==> config.mk <==
export PLATFORM = sky130hd
export DESIGN_NAME = button_event_decoder
export DESIGN_NICKNAME = d
export VERILOG_FILES = /design/src/rtl/btn_event_pkg.sv /design/src/rtl/btn_edge_detect.sv /design/src/rtl/button_event_decoder.sv
export SDC_FILE = /design/constraint.sdc
export NUM_CORES = 1
export LEC_CHECK = 0
export CAP_MARGIN = 20
export CORE_ASPECT_RATIO = 2
export CORE_MARGIN = 10
export CORE_UTILIZATION = 45
export DETAILED_ROUTE_END_ITERATION = 16
export PLACE_DENSITY = 0.71
export REMOVE_ABC_BUFFERS = 1
export SYNTH_ARGS = -nofsm -noshare
export SYNTH_HDL_FRONTEND = slang
export SYNTH_SLANG_ARGS = --single-unit
==> constraint.sdc <==
create_clock -name clk -period 4.2 [get_ports clk]
set_input_delay 0.42 -clock clk [delete_from_list [all_inputs] [get_ports clk]]
set_output_delay 0.42 -clock clk [all_outputs]
set_load 0.02 [all_outputs]
==> src/rtl/btn_event_pkg.sv <==
// Shared definitions for the button event decoder.
// - state_t          : gesture-classifier FSM states
// - DEF_*_CYC        : default cycle counts, sized for a 100 MHz clock
// - max3 / cnt_width : size the shared interval counter from the cycle counts
package btn_event_pkg;

    typedef enum logic [2:0] {
        IDLE,
        PRESSED,
        LONG_HELD,
        WAIT_SECOND,
        SECOND_PRESSED
    } state_t;

    localparam int DEF_LONG_CYC   = 100_000_000;
    localparam int DEF_DBL_CYC    = 30_000_000;
    localparam int DEF_REPEAT_CYC = 20_000_000;

    function automatic int max3(input int a, input int b, input int c);
        int m;
        m = (a > b) ? a : b;
        return (m > c) ? m : c;
    endfunction

    // The counter must be able to hold the largest interval.
    function automatic int cnt_width(input int long_cyc, input int dbl_cyc, input int repeat_cyc);
        return $clog2(max3(long_cyc, dbl_cyc, repeat_cyc) + 1);
    endfunction

endpackage

==> src/rtl/btn_edge_detect.sv <==
// Edge detector for the debounced button level.
// Only edges seen after the button has been observed released are reported.
// A button held through reset therefore produces no edges until it is let go.
// Ports:
// - i_clk   : system clock
// - i_rst_n : asynchronous active-low reset
// - i_db    : debounced, clock-synchronous button level (1 = pressed)
// - o_rise  : combinational, high in the cycle the level goes 0 -> 1 (when armed)
// - o_fall  : combinational, high in the cycle the level goes 1 -> 0 (when armed)
module btn_edge_detect (
    input  logic i_clk,
    input  logic i_rst_n,
    input  logic i_db,
    output logic o_rise,
    output logic o_fall
);

    logic r_db_q;
    logic r_armed;

    // Previous level plus the sticky arm flag; arming happens on the first
    // clock edge that samples the button released.
    always_ff @(posedge i_clk or negedge i_rst_n) begin
        if (!i_rst_n) begin
            r_db_q  <= 1'b0;
            r_armed <= 1'b0;
        end else begin
            r_db_q <= i_db;
            if (!i_db) begin
                r_armed <= 1'b1;
            end
        end
    end

    assign o_rise = i_db & ~r_db_q & r_armed;
    assign o_fall = ~i_db & r_db_q & r_armed;

endmodule

==> src/rtl/button_event_decoder.sv <==
// Button gesture classifier sitting behind the debouncer.
// Turns the clean button level into one-cycle event pulses: press, release,
// short press, long press (with optional auto-repeat) and double click.
// All outputs are registered; an event decided on a clock edge is visible
// for the following cycle.
// Ports:
// - clk           : system clock
// - rst_n         : asynchronous active-low reset
// - db_in         : debounced button level, 1 = pressed
// - press_pulse   : one cycle per accepted press edge
// - release_pulse : one cycle per release edge
// - short_press   : one cycle when a single short press is confirmed
// - long_press    : one cycle when a hold reaches LONG_CYC
// - repeat_pulse  : one cycle every REPEAT_CYC while long-held (0 disables)
// - double_click  : one cycle on release of the second press
// - held          : level, high while long-held
module button_event_decoder
    import btn_event_pkg::*;
#(
    parameter int LONG_CYC   = DEF_LONG_CYC,
    parameter int DBL_CYC    = DEF_DBL_CYC,
    parameter int REPEAT_CYC = DEF_REPEAT_CYC,
    parameter int CNT_W      = cnt_width(LONG_CYC, DBL_CYC, REPEAT_CYC)
) (
    input  logic clk,
    input  logic rst_n,
    input  logic db_in,
    output logic press_pulse,
    output logic release_pulse,
    output logic short_press,
    output logic long_press,
    output logic repeat_pulse,
    output logic double_click,
    output logic held
);

    // Elaboration-time parameter legality checks.
    if (LONG_CYC <= 1) begin : g_bad_long
        $error("button_event_decoder: LONG_CYC must be greater than 1");
    end
    if (DBL_CYC <= 1) begin : g_bad_dbl
        $error("button_event_decoder: DBL_CYC must be greater than 1");
    end
    if (REPEAT_CYC < 0) begin : g_bad_repeat
        $error("button_event_decoder: REPEAT_CYC must not be negative");
    end
    if (CNT_W < 1 || CNT_W > 31) begin : g_bad_width
        $error("button_event_decoder: CNT_W out of range");
    end else if ((longint'(max3(LONG_CYC, DBL_CYC, REPEAT_CYC)) - 1) >= (longint'(1) << CNT_W)) begin : g_narrow_cnt
        $error("button_event_decoder: CNT_W too narrow for the configured intervals");
    end

    localparam bit              REPEAT_EN = (REPEAT_CYC > 0);
    localparam logic [CNT_W-1:0] LONG_LAST = CNT_W'(LONG_CYC - 1);
    localparam logic [CNT_W-1:0] DBL_LAST  = CNT_W'(DBL_CYC - 1);
    localparam logic [CNT_W-1:0] REP_LAST  = REPEAT_EN ? CNT_W'(REPEAT_CYC - 1) : '0;
    localparam logic [CNT_W-1:0] CNT_MAX   = '1;

    logic w_rise;
    logic w_fall;

    state_t           r_state;
    state_t           w_state_nxt;
    logic [CNT_W-1:0] r_cnt;
    logic [CNT_W-1:0] w_cnt_nxt;

    logic r_press;
    logic r_release;
    logic r_short;
    logic r_long;
    logic r_repeat;
    logic r_double;
    logic r_held;

    logic w_press;
    logic w_release;
    logic w_short;
    logic w_long;
    logic w_repeat;
    logic w_double;
    logic w_held;

    btn_edge_detect u_edge (
        .i_clk   (clk),
        .i_rst_n (rst_n),
        .i_db    (db_in),
        .o_rise  (w_rise),
        .o_fall  (w_fall)
    );

    // Next-state, next-counter and next-output decode. Edges take priority
    // over timeouts, so a release landing on the long threshold stays a
    // short gesture and a second press landing on the double-click timeout
    // still counts as a double click.
    always_comb begin
        w_state_nxt = r_state;
        w_cnt_nxt   = (r_cnt == CNT_MAX) ? r_cnt : r_cnt + 1'b1;
        w_press     = 1'b0;
        w_release   = 1'b0;
        w_short     = 1'b0;
        w_long      = 1'b0;
        w_repeat    = 1'b0;
        w_double    = 1'b0;

        case (r_state)
            IDLE: begin
                w_cnt_nxt = '0;
                if (w_rise) begin
                    w_state_nxt = PRESSED;
                    w_press     = 1'b1;
                end
            end

            PRESSED: begin
                if (w_fall) begin
                    w_state_nxt = WAIT_SECOND;
                    w_release   = 1'b1;
                end else if (r_cnt == LONG_LAST && db_in) begin
                    w_state_nxt = LONG_HELD;
                    w_long      = 1'b1;
                end
            end

            LONG_HELD: begin
                if (w_fall) begin
                    w_state_nxt = IDLE;
                    w_release   = 1'b1;
                end else if (REPEAT_EN && r_cnt == REP_LAST) begin
                    w_repeat  = 1'b1;
                    w_cnt_nxt = '0;
                end
            end

            WAIT_SECOND: begin
                if (w_rise) begin
                    w_state_nxt = SECOND_PRESSED;
                    w_press     = 1'b1;
                end else if (r_cnt == DBL_LAST) begin
                    w_state_nxt = IDLE;
                    w_short     = 1'b1;
                end
            end

            SECOND_PRESSED: begin
                if (w_fall) begin
                    w_state_nxt = IDLE;
                    w_release   = 1'b1;
                    w_double    = 1'b1;
                end else if (r_cnt == LONG_LAST && db_in) begin
                    w_state_nxt = LONG_HELD;
                    w_long      = 1'b1;
                end
            end

            default: begin
                w_state_nxt = IDLE;
            end
        endcase

        // Every interval is measured from the moment its state was entered.
        if (w_state_nxt != r_state) begin
            w_cnt_nxt = '0;
        end

        w_held = (w_state_nxt == LONG_HELD);
    end

    // State, shared counter and registered outputs.
    always_ff @(posedge clk or negedge rst_n) begin
        if (!rst_n) begin
            r_state   <= IDLE;
            r_cnt     <= '0;
            r_press   <= 1'b0;
            r_release <= 1'b0;
            r_short   <= 1'b0;
            r_long    <= 1'b0;
            r_repeat  <= 1'b0;
            r_double  <= 1'b0;
            r_held    <= 1'b0;
        end else begin
            r_state   <= w_state_nxt;
            r_cnt     <= w_cnt_nxt;
            r_press   <= w_press;
            r_release <= w_release;
            r_short   <= w_short;
            r_long    <= w_long;
            r_repeat  <= w_repeat;
            r_double  <= w_double;
            r_held    <= w_held;
        end
    end

    assign press_pulse   = r_press;
    assign release_pulse = r_release;
    assign short_press   = r_short;
    assign long_press    = r_long;
    assign repeat_pulse  = r_repeat;
    assign double_click  = r_double;
    assign held          = r_held;

endmodule

# Word level (Yosys, flattened, before mapping)
# Cells that the tools add are included.
[totals] in_bits=3 output_inout_bits=7 reg_bits=39
[classes] addsub=1 bitwise=6 reduce_logical=5 mux=27 eq_ne=10
[op_table] op="two-way mux 27 bit" count=4
[op_table] op="equality test 27 x 25 -> 1 bit (second input constant)" count=2
[op_table] op="equality test 27 bit (second input constant)" count=2
[op_table] op="one-hot mux 27 bit (2 select lines)" count=1
[op_table] op="adder 27 x 1 -> 27 bit (second input constant)" count=1
[op_table] op="two-way mux 3 bit" count=7
[op_table] op="one-hot mux 3 bit (5 select lines)" count=1
[op_table] op="two-way mux 1 bit" count=14
[op_table] op="equality test 3 x 2 -> 1 bit (second input constant)" count=3
[op_table] op="AND 1 bit" count=4
[op_table] op="OR reduction 2 bit" count=2
[op_table] op="equality test 3 x 1 -> 1 bit (second input constant)" count=1
[op_table] op="equality test 3 bit (second input constant)" count=1
[op_table] op="logical NOT 3 bit" count=1
[op_table] op="!= test 3 bit" count=1
[op_table] op="OR reduction 3 bit" count=1
[op_table] op="NOT 1 bit" count=2
[op_table] op="logical AND 1 bit" count=1

# Longest topological paths before layout
[depth] depth_word=7 depth_mapped=8 depth_no_buf=6

# By module
# A second synthesis with hierarchy kept.
[unflattened] hier_cells=227 hier_area_um2=2220.9
[modules_own_cells] module="button_event_decoder" cells_per_inst=222 area_each_um2=2145.8 instances=1
[modules_own_cells] module="btn_edge_detect" cells_per_inst=5 area_each_um2=75.1 instances=1

# Least setup slack after synthesis
# Ideal clock, no wire load.
[synth_path] kind="reg-to-reg" startpoint="register r_cnt[0]" endpoint="register r_cnt[16]" setup_slack_ns=2.272 arrival_ns=1.808 period_less_slack_ns=1.928 path_buffers=1 path_stages_with_launch=8 path_cell_list="dfrtp_1 ha_1 nand2_1 nor4_4 nand3_2 a221oi_4 buf_6 nor3_1"
[synth_between] elab_chain_len=7
[synth_rtl] element="start: declaration" line_no="button_event_decoder.sv:64" source="logic [CNT_W-1:0] r_cnt;"
[synth_rtl] element="start signal: assignment" line_no="button_event_decoder.sv:182" source="r_cnt <= w_cnt_nxt;"
[synth_rtl] element="parallel branches: the longest is 6 deep, another holds adder 27 x 1 -> 27 bit"
[synth_rtl] element="two-way mux 27 bit (*)" line_no="button_event_decoder.sv:161" source="if (w_state_nxt != r_state) begin"
[synth_rtl] element="net w_cnt_nxt[16]" line_no="button_event_decoder.sv:65" source="logic [CNT_W-1:0] w_cnt_nxt;"
# Mark *: on every way through the listed nets, which the timed path passes.
# A chain may end at the register's enable or synchronous reset.

# Final worst setup path
[layout_path] startpoint="input port db_in" endpoint="register r_cnt[8]"
[layout_between] elab_chain_len=7
[layout_rtl] element="start: declaration" line_no="button_event_decoder.sv:27" source="input logic db_in,"
[layout_rtl] element="NOT 1 bit" line_no="btn_edge_detect.sv:36" source="assign o_fall = ~i_db & r_db_q & r_armed;"
[layout_rtl] element="AND 1 bit (2 in series)" line_no="btn_edge_detect.sv:36"
[layout_rtl] element="two-way mux 3 bit (on tied branches)" line_no="button_event_decoder.sv:145, button_event_decoder.sv:115, button_event_decoder.sv:125"
[layout_rtl] element="one-hot mux 3 bit (5 select lines)" line_no="button_event_decoder.sv:105" source="case (r_state)"
[layout_rtl] element="!= test 3 bit" line_no="button_event_decoder.sv:161"
[layout_rtl] element="two-way mux 27 bit (*)" line_no="button_event_decoder.sv:161"
[layout_rtl] element="net w_cnt_nxt[8]" line_no="button_event_decoder.sv:65"
# Mark *: on every way through the listed nets, which the timed path passes. The rest lies on a longest branch.

==> metrics.md <==
| Metric | Value |
|---|---|
| I/O pin count | 10 |
| Setup-violating endpoint count in the final report | 0 |
| Most frequent cells in the layout | 39 x sky130_fd_sc_hd__dfrtp_1, 26 x sky130_fd_sc_hd__nor3_1, 14 x sky130_fd_sc_hd__nand2_1 |
| Unique masters post-synth | 51 |
| Setup TNS | 0 ns |
| Worst-Skew Late Latency | 0.30 ns |
| Core Rows | 37 |
| Category of the worst setup path capture point | flip-flop |
| Pleak | 0.972 nW |
| Core footprint | 5090 sq um |
| Worst-path maximum fanout | 16 |
| Final nets | 241 |
| EDFF count, synth | 0 |
| Average vias per placed instance | 6.25 |
| Average cell area after synthesis | 10.0 sq um |
| Pre-CTS setup slack | 1.39 ns |
| Overall via count from detail_route | 1850 |
| Iter 0 DRT Violations | 96 |
| Total die area | 8630 sq um |
| Hold-fix buffers at CTS | 0 |
| CP startpoint kind | input pin |
| Worst-margin pin slew | 0.899 ns |
| Die Y-Extent | 122 um |
| Number of clock buffers inserted by TritonCTS | 5 |
| Remaining design rule violation count | 0 |
| Quantity of I/O buffers inserted on ports | 9 |
| Sequential cell fraction of total power | 41.2% |
| Die boundary width | 70.9 um |
| Max Clock Freq | 414 MHz |
| Number of antenna violations at the first check in global routing | 0 |
| Cell area after synthesis | 2330 sq um |
| Total power of the final layout | 1.07 mW |
| Overflow left after global routing | 0 |
| Cts repair resizes | 0 |
| Pins over their slew limit | 0 |
| FFs w/ async S/R, synth | 100% |
| Number of buffers on the longest clock path | 2 |
| 1st-pass router iterations | 4 |
| Count of final hold-check violations | 0 |
| Slack of the critical path | 1.79 ns |
| Power spent charging and discharging nets | 373 uW |
| Run status | finished clean |
| Worst-case clock skew | 0.00608 ns |
| Portion of the clock cycle consumed by the worst path in the final layout | 57.5% |
| Average routed wire per standard cell | 18.6 um |
| Final design instance area without fill | 2530 sq um |
| Final WL | 5.50 mm |
| Number of cells in the design after placement | 286 |
| Yosys synthesis warning count | 0 |
| Internal Dissipation | 696 uW |
| Worst min-delay path class | input pin to async pin |
| Max-slew headroom at the worst pin | 40.1% |
| Initial Util | 45.8% |
| Combinational share of power | 27.7% |
| Share of layout cells above drive strength 1 | 14.7% |
| Post-synthesis cell count | 232 |
| CTS HTree Levels | 2 |
| Seq cells post-synth | 39 |
| Most common cell after layout, fill and taps aside | sky130_fd_sc_hd__dfrtp_1 |
| Final period demand of the worst path | 2.41 ns |
| Total track usage | 13.1% |
| CTS tree | built |
| Share of synthesized area occupied by flip-flops and latches | 41.9% |
| Pin count of the biggest net entering global routing | 40 |
| Unrepaired setup endpoints after global routing | false |
| Worst-case vdd ir drop | 0.464 mV |
| Arrival time of the worst setup path | 2.63 ns |
| Final HPWL from detailed placement | 3.92 mm |
| Clock network power share | 31.0% |
| Req. time, crit path | 4.41 ns |
| Placement Cell Area | 2400 sq um |
| Final antenna-violating net count | 0 |
| Synthesis-to-finish area growth | 8.75% |
| Clock-pin slew of the registers on the worst-case setup and hold paths | 0.08 ns |
| Count of max-cap constraint violations | 0 |
| Global-route wire length before repair | 9.38 mm |
| Number of antenna cells inserted | 0 |
| # clock sinks | 39 |
| Final weighted congestion in routability-driven placement | 0.876 |
| Power per cell area | 422 nW/um^2 |
| Most instantiated flip-flop cell in the synthesis netlist | sky130_fd_sc_hd__dfrtp_1 |
| Clock root cell | sky130_fd_sc_hd__clkbuf_8 |
| Post-CTS Setup Inserts | 0 |
| Type of the worst setup path | input pin to flip-flop |
| Number of standard cells in the final layout excluding fillers | 296 |
| Vias in the first global route | 1956 |
| Net Sw Frac | 34.9% |
routing by layer:
layer | global-route usage (%) | vias to the layer above | wire, um
met1 | 12.7 | 929 | 1920
met4 | 6.57 | 0 | 123
met5 | 0 | - | 0
li1 | - | 878 | -
met3 | 2.28 | 9 | 164
met2 | 25.1 | 34 | 3290
state kept, by name, summed over array words and instances, names as in the netlist:
name            cells
r_cnt              27
r_state             3
double_click        1
held                1
long_press          1
press_pulse         1
release_pulse       1
repeat_pulse        1
short_press         1
u_edge.r_armed      1
u_edge.r_db_q       1
stage by stage:
stage               hold WS (ns)  util [%]
floorplan                  0.124         -
global placement           0.511      47.1
detailed placement         0.515      47.1
CTS                        0.279      49.4
global route               0.313      49.8
finish                     0.247      49.8
final timing paths:
check                      slack, ns                          to                        from  depth (start not counted)
min                             0.25         r_cnt[24]$_DFF_PN0_                       rst_n                          1
max in group asynchronous       3.40         r_cnt[10]$_DFF_PN0_                       rst_n                          1
min reg2reg                     0.53  u_edge.r_armed$_DFFE_PN0N_  u_edge.r_armed$_DFFE_PN0N_                          1
min in group clk                0.53  u_edge.r_armed$_DFFE_PN0N_  u_edge.r_armed$_DFFE_PN0N_                          1
max                             1.79          r_cnt[8]$_DFF_PN0_                       db_in                          7
max reg2reg                     1.90          r_cnt[8]$_DFF_PN0_          r_cnt[0]$_DFF_PN0_                          7
cell usage after synthesis, types with 5 or more instances:
master,number,share of area (%)
sky130_fd_sc_hd__a21oi_1,7,1.5
sky130_fd_sc_hd__and3_1,6,1.6
sky130_fd_sc_hd__buf_6,5,2.4
sky130_fd_sc_hd__dfrtp_1,39,42
sky130_fd_sc_hd__nand2_1,14,2.3
sky130_fd_sc_hd__nand3_1,12,2.6
sky130_fd_sc_hd__nand4_1,11,3.0
sky130_fd_sc_hd__nor2_1,9,1.4
sky130_fd_sc_hd__nor3_1,26,5.6
sky130_fd_sc_hd__nor3_2,7,3.0
sky130_fd_sc_hd__xnor2_1,13,4.9
sky130_fd_sc_hd__xor2_1,11,4.1
layout make-up:
cell class,count,area [sq um]
clock inverters,2,35.0
clock buffers,6,82.6
inverters,2,7.51
well taps,58,72.6
flip-flops and latches,39,976
fillers,502,2560
repair buffers,12,113
multi-input cells,177,1250
cells by family after synthesis:
kind of cell | count (synthesis) | synth area share [%]
fa+ha+maj | 1 | 0.537
mux | 3 | 1.29
compound gates | 32 | 10.6
flops | 39 | 41.9
simple gates | 117 | 31.8
buf+inv | 16 | 4.83
xor+xnor | 24 | 9.02
critical path: stages:
cell	delay, ns
sky130_fd_sc_hd__clkdlybuf4s50_1	0.58
sky130_fd_sc_hd__nand3b_1	0.23
sky130_fd_sc_hd__a21oi_1	0.09
sky130_fd_sc_hd__or2_2	0.28
sky130_fd_sc_hd__a221o_1	0.58
sky130_fd_sc_hd__buf_8	0.26
sky130_fd_sc_hd__nor3_1	0.18
power by group through the flow:
stage / clock network, mW / logic (mW) / registers [mW]
after floorplan: 0 / 0.178 / 0.448
after global placement: 0 / 0.270 / 0.447
after detailed placement: 0 / 0.275 / 0.448
after CTS: 0.332 / 0.276 / 0.440
after global routing: 0.343 / 0.331 / 0.447
final: 0.332 / 0.297 / 0.441
Power figures use the tool's default switching activity.
